`src/rtl/alu4_issue.sv`:
```
// Issue stage for a 4-bit ALU: a 4-entry request FIFO feeds one operation at a time.
// The ALU result and flags are held in a register until the consumer accepts them.
module alu4_issue (
  input  logic       clk,
  input  logic       rst,
  input  logic       in_valid,
  output logic       in_ready,
  input  logic [3:0] in_n1,
  input  logic [3:0] in_n2,
  input  logic [1:0] in_op,
  output logic [3:0] alu_n1,
  output logic [3:0] alu_n2,
  output logic [1:0] alu_op,
  input  logic [3:0] alu_out,
  input  logic       alu_carry,
  input  logic       alu_zero,
  input  logic       alu_neg,
  output logic       res_valid,
  input  logic       res_ready,
  output logic [3:0] res_out,
  output logic       res_carry,
  output logic       res_zero,
  output logic       res_neg,
  output logic [2:0] occupancy
);

  typedef enum logic [1:0] {IDLE, ISSUE, HOLD} state_t;

  state_t     state;
  state_t     state_next;
  logic [9:0] mem [4];
  logic [1:0] wr_ptr;
  logic [1:0] rd_ptr;
  logic [9:0] head;
  logic       push;
  logic       pop;
  logic       capture;
  logic       release_res;

  // in_ready looks only at the registered count, so a same-edge pop never frees a slot early
  assign in_ready = !rst && (occupancy < 3'd4);
  assign push     = in_valid && in_ready;
  assign head     = mem[rd_ptr];

  always_comb begin
    state_next  = state;
    pop         = 1'b0;
    capture     = 1'b0;
    release_res = 1'b0;
    case (state)
      IDLE: begin
        if (occupancy != 3'd0) begin
          pop        = 1'b1;
          state_next = ISSUE;
        end
      end
      ISSUE: begin
        capture    = 1'b1;
        state_next = HOLD;
      end
      HOLD: begin
        if (res_ready) begin
          release_res = 1'b1;
          if (occupancy != 3'd0) begin
            pop        = 1'b1;
            state_next = ISSUE;
          end else begin
            state_next = IDLE;
          end
        end
      end
      default: state_next = IDLE;
    endcase
  end

  always_ff @(posedge clk) begin
    if (rst) begin
      state <= IDLE;
    end else begin
      state <= state_next;
    end
  end

  // Storage needs no reset: push is blocked while rst is high and the count gates reads
  always_ff @(posedge clk) begin
    if (push) begin
      mem[wr_ptr] <= {in_n1, in_n2, in_op};
    end
  end

  always_ff @(posedge clk) begin
    if (rst) begin
      wr_ptr    <= 2'd0;
      rd_ptr    <= 2'd0;
      occupancy <= 3'd0;
    end else begin
      if (push) begin
        wr_ptr <= wr_ptr + 2'd1;
      end
      if (pop) begin
        rd_ptr <= rd_ptr + 2'd1;
      end
      occupancy <= occupancy + {2'b00, push} - {2'b00, pop};
    end
  end

  always_ff @(posedge clk) begin
    if (rst) begin
      alu_n1 <= 4'd0;
      alu_n2 <= 4'd0;
      alu_op <= 2'd0;
    end else if (pop) begin
      alu_n1 <= head[9:6];
      alu_n2 <= head[5:2];
      alu_op <= head[1:0];
    end
  end

  always_ff @(posedge clk) begin
    if (rst) begin
      res_valid <= 1'b0;
      res_out   <= 4'd0;
      res_carry <= 1'b0;
      res_zero  <= 1'b0;
      res_neg   <= 1'b0;
    end else if (capture) begin
      res_valid <= 1'b1;
      res_out   <= alu_out;
      res_carry <= alu_carry;
      res_zero  <= alu_zero;
      res_neg   <= alu_neg;
    end else if (release_res) begin
      res_valid <= 1'b0;
    end
  end

endmodule
```
`config.mk`:
```
export PLATFORM = sky130hd
export DESIGN_NAME = alu4_issue
export DESIGN_NICKNAME = d
export VERILOG_FILES = /design/src/rtl/alu4_issue.sv
export SDC_FILE = /design/constraint.sdc
export NUM_CORES = 1
export LEC_CHECK = 0
export ABC_AREA = 1
export CELL_PAD_IN_SITES_DETAIL_PLACEMENT = 0
export CELL_PAD_IN_SITES_GLOBAL_PLACEMENT = 1
export CORE_ASPECT_RATIO = 1.5
export CORE_MARGIN = 1
export CORE_UTILIZATION = 35
export DETAILED_ROUTE_END_ITERATION = 12
export GPL_ROUTABILITY_DRIVEN = 0
export PLACE_DENSITY = 0.68
export SLEW_MARGIN = 20
export SYNTH_ARGS = -nofsm -noshare
export SYNTH_HDL_FRONTEND = slang
export SYNTH_SLANG_ARGS = --single-unit
```
`constraint.sdc`:
```
create_clock -name clk -period 3.8 [get_ports clk]
set_input_delay 0.76 -clock clk [delete_from_list [all_inputs] [get_ports clk]]
set_output_delay 0.76 -clock clk [all_outputs]
set_load 0.03 [all_outputs]
```
== After elaboration in Yosys (flattened, before gate mapping) ==
Memory sizes are Yosys's and may differ from the RTL's. A register that Yosys moved wholly into a read port is not among the register bits.
Index checks and enable logic that the tools add are counted.

* Bits in registers: 17
* Bits in latches: 0
* Memory bits (writable): 40
* Memory bits (read-only): 0
* Input bits: 21
* Output and inout bits: 22
* Memories: 1

{| class="wikitable"
|+ Memory list
! name !! depth !! bits a word !! read ports !! clocked after memory_dff !! write ports !! line !! text
|-
| mem || 4 || 10 || 1 || 1 || 1 || 31 || <nowiki>logic [9:0] mem [4];</nowiki>
|}

* $add $sub $neg: 4
* Multipliers: 0
* Divide/modulo/power cells: 0
* Magnitude comparators: 1
* Equality and inequality tests: 4
* Shift operators: 0
* Muxes and demuxes: 14
* Bitwise gates (word level): 0
* Reduce and logical (&&, ||, !) cells: 7

{| class="wikitable"
|+ Operator list
! kind !! count
|-
| two-way mux 1 bit || 10
|-
| case mux 2 bit (3 select lines) || 1
|-
| adder 2 x 1 -> 2 bit, second input constant || 2
|-
| two-way mux 2 bit || 2
|-
| != test 2 bit, second input constant || 2
|-
| adder 3 x 1 -> 3 bit || 1
|-
| less-than comparator 3 bit, second input constant || 1
|-
| nonzero test 3 bit || 1
|-
| subtractor 3 x 1 -> 3 bit || 1
|-
| == test 2 x 1 -> 1 bit, second input constant || 1
|-
| == test 2 bit, second input constant || 1
|-
| logical AND 1 bit || 2
|-
| zero test 2 bit || 1
|-
| case mux 1 bit (2 select lines) || 1
|-
| AND reduction 2 bit || 1
|-
| nonzero test 2 bit || 1
|-
| zero test 1 bit || 1
|}

== Longest topological paths before layout ==
* Depth in word-level cells: 5
* Gate-level depth with buffers: 12

== Worst setup path before layout ==
No wires, ideal clock.

* Path type: input-to-reg
* Start: in rst
* End: reg occupancy[2]
* Library setup time: 117 ps
* Data arrival time: 2795 ps
* Required time: 3683 ps
* Slack: 888 ps
* Cell stages on the path: 11
* Buffers on the path: 1
* Cell sequence: buf_2 -> nor2_1 -> nand2_2 -> ha_1 -> inv_1 -> ha_1 -> fa_1 -> xnor2_1 -> inv_1 -> nand2_1 -> a21oi_1

* Cells in the longest elaborated chain, start to end: 5

{| class="wikitable"
|+ Ends and longest elaborated chain
! element !! line !! text
|-
| from (decl) || 5 || <nowiki>input logic rst,</nowiki>
|-
| zero test 1 bit || 41 || <nowiki>assign in_ready = !rst && (occupancy < 3'd4);</nowiki>
|-
| logical AND 1 bit || 41 ||
|-
| net in_ready || 7 || <nowiki>output logic in_ready,</nowiki>
|-
| logical AND 1 bit || 42 || <nowiki>assign push = in_valid && in_ready;</nowiki>
|-
| adder 3 x 1 -> 3 bit || 103 || <nowiki>occupancy <= occupancy + {2'b00, push} - {2'b00, pop};</nowiki>
|-
| subtractor 3 x 1 -> 3 bit || 103 ||
|-
| to (signal assigned) || 103 ||
|-
| to (decl) || 24 || <nowiki>output logic [2:0] occupancy</nowiki>
|}

The timed path passes the listed nets, and every way through them passes these cells.
A chain may end at the register's enable or synchronous reset.

== Worst setup path in the final report ==
* Start: in rst
* End: out in_ready

* Cells in the longest elaborated chain, start to end: 2

{| class="wikitable"
|+ Ends and longest elaborated chain
! element !! line
|-
| zero test 1 bit || 41
|-
| logical AND 1 bit || 41
|-
| to (decl) || 7
|}

Every way passes these cells.

==> results.py <==
metrics = {
    "run_status": {
        "status": "finished clean",
    },
    "floorplan": {
        "chipHeight_um": 113,
        "rows": 40,
        "initial_core_util_pct": 36.1,
        "dieWidth_um": 75.9,
        "io_pins": 43,
        "core-area_mm2": 0.00796,
        "die-area_mm2": 0.00857,
    },
    "global_routing": {
        "grtUsageTotal_pct": 14.9,
        "grt_pass1_vias": 1974,
        "antenna_found_initial": 0,
        "grt_max_degree": 25,
        "grt_pass1_wl_um": 9540,
        "grt_overflow": 0,
    },
    "cts": {
        "cts.sinks": 67,
        "cts-root-buf": "clkbuf_16",
        "clock_path_buffers": 2,
        "ctsResizeCount": 0,
        "cts_tree": "built",
        "htree_levels": 3,
        "numCtsBuffers": 9,
        "cts_setup_buffers": 0,
        "clk_pin_slew_worst_paths_ps": 50,
        "insertion_delay_ps": 330,
        "cts_hold_buf": 0,
    },
    "drt": {
        "num_vias": 2023,
        "drc_errors": 0,
        "drt_iter0_markers": 64,
        "drt_wl_total_um": 5650,
        "viasPerCell": 4.25,
        "ant_nets": 0,
        "route.detailed.wl_per_inst_um": 11.9,
        "dr.pass1.iters": 4,
    },
    "worst_setup_path": {
        "cp-end-kind": "output pin",
        "startpoint_type": "input port",
        "worstSetupPathType": "in2out",
        "critPathSlowestCell": "clkdlybuf4s50_1",
        "path_cells": "clkdlybuf4s50_1 -> nor2_1 -> clkdlybuf4s50_1",
        "timing.rr.start": "occupancy[2]",
        "cp-startpoint": "rst",
        "cp_num_buf_inv": 2,
        "path_delay_family": "buffers and inverters",
        "cp_common_cell": "clkdlybuf4s50_1",
        "critPathMaxStageDelay_ps": 690,
        "required_ps": 3040,
        "critPathArrivalTime_ps": 2220,
        "worstPathMaxFanout": 8,
    },
    "logic_synthesis": {
        "syn-instance-count": 320,
        "synth.distinct_cells": 23,
        "synth_area_leaders": "edfxtp_1, dfxtp_1, nand2_1, inv_1, nor2_1",
        "syn_nets": 348,
        "yosysTopAreaCellShare_pct": 41.8,
        "synth_top_area_cell": "edfxtp_1",
        "ys_ff_latch": 67,
        "ys_seq_area_share_pct": 60.7,
        "synth_area_per_cell_um2": 8.97,
        "syn_area_mm2": 0.00287,
        "yosys_warnings": 0,
    },
    "min_path": {
        "hold_start": "occupancy[1]",
        "min_path_type": "reg2reg",
    },
    "finish": {
        "drive_gt1_share_pct": 5.66,
        "finalNonFillerCells": 476,
        "final_cell_mix": "nand2_1, inv_1, nor2_1",
        "final_common_cell": "nand2_1",
        "nNetsFinal": 394,
        "n_antenna_cell": 0,
        "area_growth_pct": 28.1,
    },
    "sta": {
        "relSlewSlack_pct": 39.8,
        "finalHoldViolCount": 0,
        "maxSlewViolCount": 0,
        "min_period_ps": 2980,
        "rsz0062_at_grt": "no",
        "final-setup-viol-count": 0,
        "min_period_over_period_pct": 78.5,
        "tightest_slew_ps": 902,
        "fin_tns_setup_ps": 0,
        "max_freq_mhz": 335,
        "skew_ps": 4.45,
    },
    "power": {
        "vdd.ir_drop.worst_mv": 0.324,
        "power_leakage_nw": 1.65,
        "power_density_mw_per_mm2": 748,
    },
    "placed_design": {
        "placement.io_buffers": 42,
        "dp_hpwl_um": 3750,
        "placedCellCount": 460,
    },
    "run": {
        "maxCapViolations": 0,
    },
}
## state kept, by name, summed over array words and instances (netlist names)
signal	flops
rd_ptr	2
res_zero	1
wr_ptr	2
res_carry	1
res_out	4
alu_op	2
res_neg	1
mem	40
occupancy	3
alu_n1	4
state	2
alu_n2	4
res_valid	1
## synthesized netlist by cell type (all sizes together)
cell / n
edfxtp: 40
nand2: 80
nor2: 46
a31oi: 1
buf: 10
a21oi: 5
o21ai: 10
dfxtp: 27
a211oi: 1
fa: 1
ha: 6
nand3: 22
xnor2: 1
inv: 69
clkbuf: 1
## area by class of cell
class | instances | area, µm²
inverters | 69 | 259
well taps | 105 | 131
flip-flops and latches | 67 | 1740
multi-input cells | 173 | 805
clock inverters | 3 | 38.8
clock buffers | 13 | 250
repair buffers | 46 | 450
fillers | 785 | 4280
## path summary, 6_finish.rpt
path                                     end  slack [ps]  depth (start not counted)
worst max-delay path                in_ready         820                          3
worst min-delay path            occupancy[2]         480                          2
worst max register to register  occupancy[2]        1530                         12
worst min register to register  occupancy[2]         480                          2
## power by group
part / leakage [nW] / internal, W / switching (W)
clock: 0.141 / 0.000522 / 0.000283
combinational: 0.924 / 0.000354 / 0.000584
sequential: 0.586 / 0.000890 / 0.000116
total: 1.65 / 0.00177 / 0.000983
## per-stage QoR
| step | util (%) | total power, W | worst slack [ps] | hold WS, ps | area, µm² |
|---|---|---|---|---|---|
| floorplan | - | 0.00169 | 888 | 490 | 2870 |
| global placement | 42.6 | 0.00196 | 744 | 482 | 3390 |
| detailed placement | 42.6 | 0.00197 | 706 | 478 | 3390 |
| finish | 46.2 | 0.00275 | 816 | 485 | 3680 |
| global route | 46.2 | 0.00295 | 756 | 518 | 3680 |
| CTS | 46.2 | 0.00279 | 796 | 491 | 3680 |
## cell families (layout without fill, tap and decap cells)
| kind of cell | count (synthesis) | after routing | synth area share, % |
|---|---|---|---|
| DFF | 67 | 67 | 60.7 |
| xor gates and xnor gates | 1 | 1 | 0.305 |
| and+or+nand+nor | 148 | 148 | 20.9 |
| AOI/OAI and AO/OA | 17 | 17 | 3.49 |
| adders and majority gates | 7 | 7 | 3.31 |
| buffers and inverters | 80 | 131 | 11.3 |
## per-layer routing
metal | routed length, µm | up-vias | part of all wire (%) | GRT usage, %
met4 | 123 | 0 | 2.2 | 10.8
met1 | 2370 | 910 | 42 | 16.8
li1 | - | 1063 | - | -
met5 | 0 | - | 0 | 0
met3 | 185 | 9 | 3.3 | 2.50
met2 | 2960 | 41 | 52 | 25.5
## worst reg2reg max path, stage by stage (launching register included)
cell     delay [ps]
dfxtp_1         340
nor2_1          120
nand2_1         130
nand2_4         230
inv_1            90
ha_1            280
inv_1            40
ha_1            180
fa_1            380
xnor2_1         200
inv_1            60
nand2_1          50
a21oi_1          50
(Power assumes the default switching activity.)
